**config.mk**
```make
export PLATFORM = sky130hd
export DESIGN_NAME = keypad4x4_scan
export DESIGN_NICKNAME = d
export VERILOG_FILES = /design/src/rtl/keypad_pkg.sv /design/src/rtl/keypad_col_scan.sv /design/src/rtl/keypad4x4_scan.sv
export SDC_FILE = /design/constraint.sdc
export NUM_CORES = 1
export LEC_CHECK = 0
export ABC_AREA = 1
export CORE_ASPECT_RATIO = 1.5
export CORE_MARGIN = 5
export CORE_UTILIZATION = 45
export CTS_CLUSTER_DIAMETER = 100
export CTS_CLUSTER_SIZE = 20
export DETAILED_ROUTE_END_ITERATION = 7
export PLACE_DENSITY = 0.67
export SYNTH_ARGS = -nofsm -noshare
export SYNTH_HDL_FRONTEND = slang
export SYNTH_HIERARCHICAL = 1
export SYNTH_SLANG_ARGS = --single-unit
```
**constraint.sdc**
```tcl
create_clock -name clk_in -period 6.35 [get_ports clk_in]
set_clock_uncertainty 0.05 [all_clocks]
set_input_delay 1.27 -clock clk_in [delete_from_list [all_inputs] [get_ports clk_in]]
set_output_delay 1.27 -clock clk_in [all_outputs]
set_load 0.01 [all_outputs]
```
**src/rtl/keypad_pkg.sv**
```systemverilog
// Shared types and constants for the 4x4 keypad scanner.
// Latency: n/a (types and pure functions only).
// Backpressure: n/a.
package keypad_pkg;

    localparam int NUM_COLS = 4;

    typedef enum logic [1:0] {
        IDLE,
        PRESS_DB,
        PRESSED,
        RELEASE_DB
    } kp_state_t;

    typedef enum logic [1:0] {
        RES_NONE,
        RES_SINGLE,
        RES_MULTI
    } frame_res_t;

    // Per-frame accumulator: saturating hit count (0, 1, 2+) and the code of the first hit.
    typedef struct packed {
        logic [1:0] hits;
        logic [3:0] code;
    } frame_acc_t;

    // Number of rows pulled low in one column sample (0..4).
    function automatic logic [2:0] count_low(input logic [3:0] low);
        count_low = 3'(low[0]) + 3'(low[1]) + 3'(low[2]) + 3'(low[3]);
    endfunction

endpackage

```
**src/rtl/keypad_col_scan.sv**
```systemverilog
// Column scanner: drives one keypad column low at a time, dwelling SCAN_DIV cycles on each.
// Latency: tick is combinational on the last dwell cycle; col_out changes the cycle after tick.
// Backpressure: none, free-running.
//
// Ports:
//   clk_in, rst        clock and synchronous active-high reset
//   col_out[3:0]       active-low one-hot column drive
//   col_idx[1:0]       index of the column currently driven
//   tick               last dwell cycle of the current column (sample point)
//   frame_end          tick on column 3, i.e. the last sample of a frame
module keypad_col_scan
    import keypad_pkg::*;
#(
    parameter int SCAN_DIV = 100,
    parameter int CNT_W    = 7
) (
    input  logic       clk_in,
    input  logic       rst,
    output logic [3:0] col_out,
    output logic [1:0] col_idx,
    output logic       tick,
    output logic       frame_end
);

    logic [CNT_W-1:0] dwell_cnt;

    assign tick      = (dwell_cnt == CNT_W'(SCAN_DIV - 1));
    assign frame_end = tick && (col_idx == 2'(NUM_COLS - 1));
    assign col_out   = ~(4'b0001 << col_idx);

    always_ff @(posedge clk_in) begin
        if (rst) begin
            dwell_cnt <= '0;
            col_idx   <= '0;
        end else if (tick) begin
            dwell_cnt <= '0;
            col_idx   <= col_idx + 2'd1;
        end else begin
            dwell_cnt <= dwell_cnt + CNT_W'(1);
        end
    end

endmodule

```
**src/rtl/keypad4x4_scan.sv**
```systemverilog
// 4x4 matrix keypad scanner: debounced press/release, one key_valid pulse per accepted press.
// Latency: key_valid 1 cycle after the frame-end tick of the DEBOUNCE-th matching frame.
// Backpressure: none; key_valid is a one-cycle pulse with no handshake, key_code holds until next press.
//
// Ports:
//   clk_in, rst        clock and synchronous active-high reset
//   row_in[3:0]        keypad rows, active-low, asynchronous
//   col_out[3:0]       active-low one-hot column drive
//   key_code[3:0]      last accepted key, row*4 + col
//   key_valid          one-cycle pulse on accepted press
//   key_held           high while the accepted key is considered down
module keypad4x4_scan
    import keypad_pkg::*;
#(
    parameter int SCAN_DIV = 100,
    parameter int DEBOUNCE = 4,
    parameter int CNT_W    = 7
) (
    input  logic       clk_in,
    input  logic       rst,
    input  logic [3:0] row_in,
    output logic [3:0] col_out,
    output logic [3:0] key_code,
    output logic       key_valid,
    output logic       key_held
);

    localparam int DB_W = $clog2(DEBOUNCE + 1);

    logic [1:0] col_idx;
    logic       tick;
    logic       frame_end;

    keypad_col_scan #(
        .SCAN_DIV (SCAN_DIV),
        .CNT_W    (CNT_W)
    ) u_col_scan (
        .clk_in    (clk_in),
        .rst       (rst),
        .col_out   (col_out),
        .col_idx   (col_idx),
        .tick      (tick),
        .frame_end (frame_end)
    );

    // Two-flop synchronizer; idle rows read high.
    logic [3:0] row_meta;
    logic [3:0] row_sync;

    always_ff @(posedge clk_in) begin
        if (rst) begin
            row_meta <= 4'hF;
            row_sync <= 4'hF;
        end else begin
            row_meta <= row_in;
            row_sync <= row_meta;
        end
    end

    // Merge the current column sample into the frame accumulator.
    frame_acc_t acc;
    logic [3:0] col_low;
    logic [2:0] col_hits;
    logic [2:0] tot_hits;
    logic [1:0] first_row;
    logic [1:0] sat_hits;
    logic [3:0] merged_code;
    frame_res_t frame_res;

    assign col_low  = ~row_sync;
    assign col_hits = count_low(col_low);
    assign tot_hits = {1'b0, acc.hits} + col_hits;
    assign sat_hits = (tot_hits >= 3'd2) ? 2'd2 : tot_hits[1:0];

    always_comb begin
        first_row = 2'd0;
        for (int r = 3; r >= 0; r--) begin
            if (col_low[r]) begin
                first_row = 2'(r);
            end
        end
    end

    // The first hit of the frame wins; later hits only push the count to MULTI.
    assign merged_code = (acc.hits == 2'd0) ? {first_row, col_idx} : acc.code;

    always_comb begin
        frame_res = RES_MULTI;
        if (sat_hits == 2'd0) begin
            frame_res = RES_NONE;
        end else if (sat_hits == 2'd1) begin
            frame_res = RES_SINGLE;
        end
    end

    always_ff @(posedge clk_in) begin
        if (rst || frame_end) begin
            acc <= '0;
        end else if (tick) begin
            acc.hits <= sat_hits;
            acc.code <= merged_code;
        end
    end

    // Debounce FSM, advanced only at frame end.
    kp_state_t       state, state_nxt;
    logic [DB_W-1:0] cnt, cnt_nxt, cnt_inc;
    logic [3:0]      cand, cand_nxt;
    logic [3:0]      key_code_nxt;
    logic            key_valid_nxt;
    logic            key_held_nxt;

    assign cnt_inc = cnt + DB_W'(1);

    always_ff @(posedge clk_in) begin
        if (rst) begin
            state     <= IDLE;
            cnt       <= '0;
            cand      <= '0;
            key_code  <= '0;
            key_valid <= 1'b0;
            key_held  <= 1'b0;
        end else begin
            state     <= state_nxt;
            cnt       <= cnt_nxt;
            cand      <= cand_nxt;
            key_code  <= key_code_nxt;
            key_valid <= key_valid_nxt;
            key_held  <= key_held_nxt;
        end
    end

    always_comb begin
        state_nxt     = state;
        cnt_nxt       = cnt;
        cand_nxt      = cand;
        key_code_nxt  = key_code;
        key_valid_nxt = 1'b0;
        key_held_nxt  = key_held;

        if (frame_end) begin
            case (state)
                IDLE: begin
                    if (frame_res == RES_SINGLE) begin
                        cand_nxt  = merged_code;
                        cnt_nxt   = DB_W'(1);
                        state_nxt = PRESS_DB;
                    end
                end
                PRESS_DB: begin
                    if (frame_res == RES_SINGLE && merged_code == cand) begin
                        if (cnt_inc == DB_W'(DEBOUNCE)) begin
                            key_code_nxt  = cand;
                            key_valid_nxt = 1'b1;
                            key_held_nxt  = 1'b1;
                            cnt_nxt       = '0;
                            state_nxt     = PRESSED;
                        end else begin
                            cnt_nxt = cnt_inc;
                        end
                    end else begin
                        // A different key restarts from IDLE on a later frame, not this one.
                        cnt_nxt   = '0;
                        state_nxt = IDLE;
                    end
                end
                PRESSED: begin
                    if (frame_res == RES_NONE) begin
                        cnt_nxt   = DB_W'(1);
                        state_nxt = RELEASE_DB;
                    end
                end
                RELEASE_DB: begin
                    if (frame_res == RES_NONE) begin
                        if (cnt_inc == DB_W'(DEBOUNCE)) begin
                            key_held_nxt = 1'b0;
                            cnt_nxt      = '0;
                            state_nxt    = IDLE;
                        end else begin
                            cnt_nxt = cnt_inc;
                        end
                    end else begin
                        cnt_nxt   = '0;
                        state_nxt = PRESSED;
                    end
                end
                default: begin
                    cnt_nxt   = '0;
                    state_nxt = IDLE;
                end
            endcase
        end
    end

endmodule
```
==> flow_summary.json, run 1 <==
{
  "outcome": "complete, no violations",
  "hold_violations": 0,
  "worstReg2RegStart": "acc[4]$_SDFFE_PP0P_",
  "cts_setup_buffers": 0,
  "rrSetupSlack_ps": 3190,
  "tritoncts.num_buffers": 5,
  "hold_start": "row_meta[1]$_SDFF_PP1_",
  "syn_avg_cell_area_um2": 7.88,
  "yosysWarnings": 6,
  "yosysMostFrequentCell": "inv_1",
  "cap_violations": 0,
  "reg2reg_depth": 13,
  "p_leak_nw": 0.990,
  "port_buffers": 15,
  "critPathLaunch": "acc[4]$_SDFFE_PP0P_",
  "area_delta_synth_final_pct": 15.4,
  "worst-slew-pin-transition_ps": 759,
  "drc": 0,
  "period_share": 0.498,
  "endpoint_kind": "register",
  "dpl_worst_slack_ps": 3180,
  "syn_nets": 281,
  "synth-seq-cells": 38,
  "setup_viol": 0,
  "synth_top_flop_cell": "dfxtp_1",
  "clockBufferDepth": 2,
  "gp_congestion": 0.875,
  "grtUsageTotal": 0.144,
  "worstSetupPathType": "reg2reg",
  "path_clk_slew_ps": 80,
  "clock_latency_ps": 290,
  "cp.required_ps": 6490,
  "grt_pass1_vias": 1529,
  "powerDensity_nw_per_um2": 216,
  "r2r-end": "state[1]$_SDFFE_PP0P_",
  "yosysSeqAreaShare": 0.364,
  "die_x_um": 65.6,
  "diodes": 0,
  "finalPower_w": 0.000522,
  "fin_nets": 299,
  "met2_wirelength_mm": 2.21,
  "start_util": 0.464,
  "start_kind": "register",
  "async_flop_share": 0,
  "crit_fanout": 9,
  "max-vdd-ir-drop_mv": 0.197,
  "coreArea_um2": 4500,
  "grt_pass1_wl_mm": 6.71,
  "clockRootBuffer": "clkbuf_8",
  "dr_wl_met3_um": 92,
  "syn_area_um2": 2090,
  "cts-resized-gates": 0,
  "ys_types": 34,
  "fin_tns_setup_ps": 0,
  "cts.sinks": 38,
  "cp-endpoint": "state[1]$_SDFFE_PP0P_",
  "clock.fmax_mhz": 316,
  "rows": 30,
  "fin_ws_ps": 3190,
  "drive_gt1_frac": 0.208,
  "slew_viol_final": 0,
  "routed.top_layer": "met4",
  "synthTopCellsByArea": "dfxtp_1, inv_1, nand2_1, nor2_1, ha_1",
  "grt_max_degree": 20,
  "hpwl_mm": 3.04,
  "crit_arrival_ps": 3310,
  "via_per_inst": 4.83,
  "htreeDepth": 2,
  "antenna_left": 0,
  "yosys.area.top_type": "dfxtp_1",
  "slew_headroom": 0.492,
  "rsz0062_at_grt": "false",
  "antenna_found_initial": 0,
  "overflow": 0,
  "ctsHoldBuffers": 0,
  "synthCells": 265,
  "die_h_um": 93.5,
  "wirelength_mm": 3.90,
  "die_area_um2": 6130,
  "synth_top_area_share": 0.364,
  "period_minus_slack_ps": 3160,
  "fin_util": 0.535,
  "cts_tree": "done",
  "synth_edf_count": 0,
  "synthTopCellsByCount": "inv_1, dfxtp_1, nand2_1",
  "via_count": 1605,
  "routedWlPerCell_um": 11.7,
  "drt_pass1_iterations": 4,
  "hold_class": "reg2reg",
  "io_pins": 16,
  "met1_length_mm": 1.52,
  "drt_iter0_drc": 72
}
[per-stage QoR]
step,std cells,hold WS (ps),cell area [um^2]
3_3_place_gp,324,342,2270
4_1_cts,332,363,2410
6_report,332,361,2410
2_1_floorplan,265,339,2090
5_1_grt,332,373,2410
3_5_place_dp,324,344,2270
[state kept, by name, indices dropped and copies added (netlist names)]
signal,flops
u_col_scan/dwell_cnt,7
u_col_scan/col_idx,2
row_sync,4
key_valid,1
state,2
key_held,1
cand,4
cnt,3
key_code,4
acc,6
row_meta,4
[metal layers]
metal,up-vias,track usage
met4,0,0.0623
met2,16,0.273
met3,6,0.0361
met1,722,0.143
met5,-,0
li1,861,-
[cell usage in the layout (no fill, tap or decap), types with 4 or more instances in the layout]
master	netlist	final
a21oi_1	12	12
nand3_1	13	13
nand2_2	8	8
dfxtp_1	38	38
nor2_1	28	28
o21ai_0	11	11
clkbuf_8	0	5
nand2_1	32	32
clkdlybuf4s50_1	0	15
a21oi_2	4	4
ha_1	7	7
or2_2	8	8
inv_1	52	52
nand2_4	6	6
nor2_2	5	5
nand3_2	5	5
a211oi_2	4	4
[worst min path at each step]
stage | to | slack (ps) | depth (start not counted)
after global routing | row_sync[2]$_SDFF_PP1_ | 370 | 1
after floorplan | row_sync[0]$_SDFF_PP1_ | 340 | 1
after detailed placement | row_sync[0]$_SDFF_PP1_ | 340 | 1
after global placement | row_sync[3]$_SDFF_PP1_ | 340 | 1
after CTS | row_sync[0]$_SDFF_PP1_ | 360 | 1
final | row_sync[1]$_SDFF_PP1_ | 360 | 1
[worst max-delay path: stages (launching register included)]
cell and delay, ps:
dfxtp_1 390, inv_2 80, fa_1 510, inv_1 50, fa_1 370, fa_1 470
inv_1 70, nand2_1 50, nor2_1 180, nor3_1 80, nor3_2 420, o2111ai_1 200
nand2_1 90, nor2_1 50
[area by class of cell]
type | count | area [um^2]
Clock buffer | 5 | 68.8
Clock inverter | 3 | 68.8
Fill cell | 443 | 2090
Inverter | 55 | 206
Multi-Input combinational cell | 168 | 1100
Sequential cell | 38 | 761
Tap cell | 48 | 60.1
Timing Repair Buffer | 15 | 150
[logic make-up after synthesis]
logic type,count (synthesis),synth area share
AND/OR/NAND/NOR,118,0.326
buffers and inverters,59,0.111
AO/OA/AOI/OAI,38,0.120
flip-flops,38,0.364
adder cells (fa/ha/maj),10,0.0707
XOR/XNOR,2,0.00838
[report_power, final]
part | switching [W] | total, W | internal (W)
Sequential | 0.00000295 | 0.000245 | 0.000242
Clock | 0.0000899 | 0.000247 | 0.000157
Combinational | 0.0000176 | 0.0000293 | 0.0000118
(Power assumes the default switching activity.)
==> run 2: changes to the inputs <==
- PLACE_DENSITY: 0.67 -> 0.7
- clock period: 6.35 -> 2.7 ns (I/O delays scaled with it)
==> run 2 against run 1 <==
  * The flow now finishes with violations (setup timing)
  * Largest power group is now sequential cells
  * Sequential power is 140% higher
  * Maximum frequency is 9.9% higher
  * Clock power is 89% higher
  * Total power is 120% higher
  * Critical path type unchanged
  * Via count is 5.2% higher
==> flow_summary.json, run 2 (synthesis results as in run 1) <==
{
  "antenna_found_initial": 0,
  "p_leak_nw": 1.05,
  "cts.sinks": 38,
  "endpoint_kind": "register",
  "setup_viol": 14,
  "rsz0062_at_grt": "true",
  "antenna_left": 0,
  "cp_slowest_stage_delay_ps": 500,
  "layout_commonest_cell": "inv_1",
  "clockRootBuffer": "clkbuf_8",
  "worst-slew-pin-transition_ps": 423,
  "die_area_um2": 6130,
  "routedWlPerCell_um": 11.1,
  "critPathMostFrequentCell": "nand2_4",
  "gp_congestion": 0.858,
  "diodes": 0,
  "cap_violations": 0,
  "area_delta_synth_final_pct": 22.8,
  "tritoncts.num_buffers": 5,
  "regMostFlops": "u_col_scan/dwell_cnt",
  "drive_gt1_frac": 0.316,
  "grt_pass1_vias": 1662,
  "cp_top_family": "adder cells",
  "period_share": 1.07,
  "period_minus_slack_ps": 2880,
  "io_pins": 16,
  "largestRegisters": "u_col_scan/dwell_cnt (7), acc (6)",
  "die_x_um": 65.6,
  "hold_violations": 0,
  "start_util": 0.464,
  "drc": 0,
  "crit_fanout": 6,
  "worstSetupPathType": "reg2reg",
  "grt_pass1_wl_mm": 6.93,
  "drt_pass1_iterations": 4,
  "layout_common_cells": "inv_1, dfxtp_1, nand2_1, nor2_1, clkdlybuf4s50_1",
  "coreArea_um2": 4500,
  "path_clk_slew_ps": 70,
  "critPathBufInv": 2,
  "crit_slowest_cell": "fa_1",
  "clock_latency_ps": 290,
  "overflow": 0,
  "via_count": 1688,
  "path_cells": "inv_2, fa_1, inv_1, fa_2, fa_1, nor2_2, nand3_2, nor2_4, nand3_4, nor2_8, nand2_4, nand2_4, nand2_4, a21oi_2, nor2_1",
  "clock.fmax_mhz": 348,
  "max-vdd-ir-drop_mv": 0.301,
  "die_h_um": 93.5,
  "via_per_inst": 4.89,
  "hold_class": "reg2reg",
  "cp.required_ps": 2840,
  "finalPower_w": 0.00114,
  "port_buffers": 15,
  "fin_nets": 312,
  "dpl_worst_slack_ps": -200,
  "grt_max_degree": 15,
  "crit_arrival_ps": 3010,
  "cts_tree": "done",
  "start_kind": "register",
  "wirelength_mm": 3.85,
  "outcome": "finished, violations left",
  "rows": 30,
  "clockBufferDepth": 2,
  "drt_iter0_drc": 62,
  "violations": "setup timing",
  "powerDensity_nw_per_um2": 444,
  "grtUsageTotal": 0.144,
  "hpwl_mm": 3.00,
  "fin_ws_ps": -176,
  "slew_viol_final": 0,
  "slew_headroom": 0.717,
  "largest_reg_flops": 7,
  "htreeDepth": 2
}
## run 2: changes by cell type in the layout (fill, tap and decap cells not counted), moves of 3 or more
| cell | before | now |
|---|---|---|
| a21oi_2 | 4 | 7 |
| a21oi_1 | 12 | 9 |
| o21ai_2 | 0 | 3 |
| o21ai_0 | 11 | 7 |
| nor2_2 | 5 | 11 |
| buf_4 | 0 | 12 |
| nor2_1 | 28 | 20 |
## run 2: worst register-to-register path, stage by stage, from the launching register on
cell and delay, ps:
dfxtp_2 340, inv_2 40, fa_1 490, inv_1 50
fa_2 340, fa_1 500, nor2_2 140, nand3_2 110
nor2_4 110, nand3_4 90, nor2_8 120, nand2_4 70
nand2_4 100, nand2_4 70, a21oi_2 110, nor2_1 50
## run 2: area by class of cell
| type | count | area, um^2 |
|---|---|---|
| well taps | 48 | 60.1 |
| flip-flops and latches | 38 | 762 |
| fillers | 420 | 1940 |
| repair buffers | 28 | 251 |
| inverters | 55 | 206 |
| clock buffers | 5 | 68.8 |
| multi-input cells | 168 | 1180 |
| clock inverters | 3 | 40.0 |
## run 2: per-layer routing
| layer | GRT usage | part of all wire | up-vias |
|---|---|---|---|
| met5 | 0 | 0 | - |
| met4 | 0.0709 | 0.030 | 0 |
| met3 | 0.0361 | 0.031 | 12 |
| met2 | 0.262 | 0.54 | 24 |
| met1 | 0.148 | 0.40 | 764 |
| li1 | - | - | 888 |
## run 2: path summary, 6_finish.rpt
check	startpoint	to	slack, ps	cells past startpoint
max	acc[4]$_SDFFE_PP0P_	state[0]$_SDFFE_PP0P_	-180	15
min	row_meta[1]$_SDFF_PP1_	row_sync[1]$_SDFF_PP1_	360	1
max reg2reg	acc[4]$_SDFFE_PP0P_	state[0]$_SDFFE_PP0P_	-180	15
min reg2reg	row_meta[1]$_SDFF_PP1_	row_sync[1]$_SDFF_PP1_	360	1
## run 2: timing repair
item	in CTS	in global routing
pin swaps	6	8
setup endpoints to repair	15	15
buffers inserted	1	2
hold buffers	0	0
resized for setup	2	20
## run 2: per-stage QoR
stage | TNS (ps) | utilization | hold WS [ps] | cells | cell area, um^2
after floorplan | -1140 | - | 339 | 265 | 2110
after global placement | -1120 | 0.526 | 340 | 334 | 2370
after detailed placement | -1770 | 0.526 | 345 | 334 | 2370
after CTS | -1810 | 0.554 | 363 | 343 | 2490
after global routing | -3680 | 0.569 | 388 | 345 | 2560
final | -1480 | 0.569 | 358 | 345 | 2560
## run 2: power breakdown
group / switching, W / total, W / internal, W
combinational: 0.0000524 / 0.0000964 / 0.0000441
clock: 0.000195 / 0.000466 / 0.000272
sequential: 0.00000643 / 0.000576 / 0.000569
total: 0.000254 / 0.00114 / 0.000885
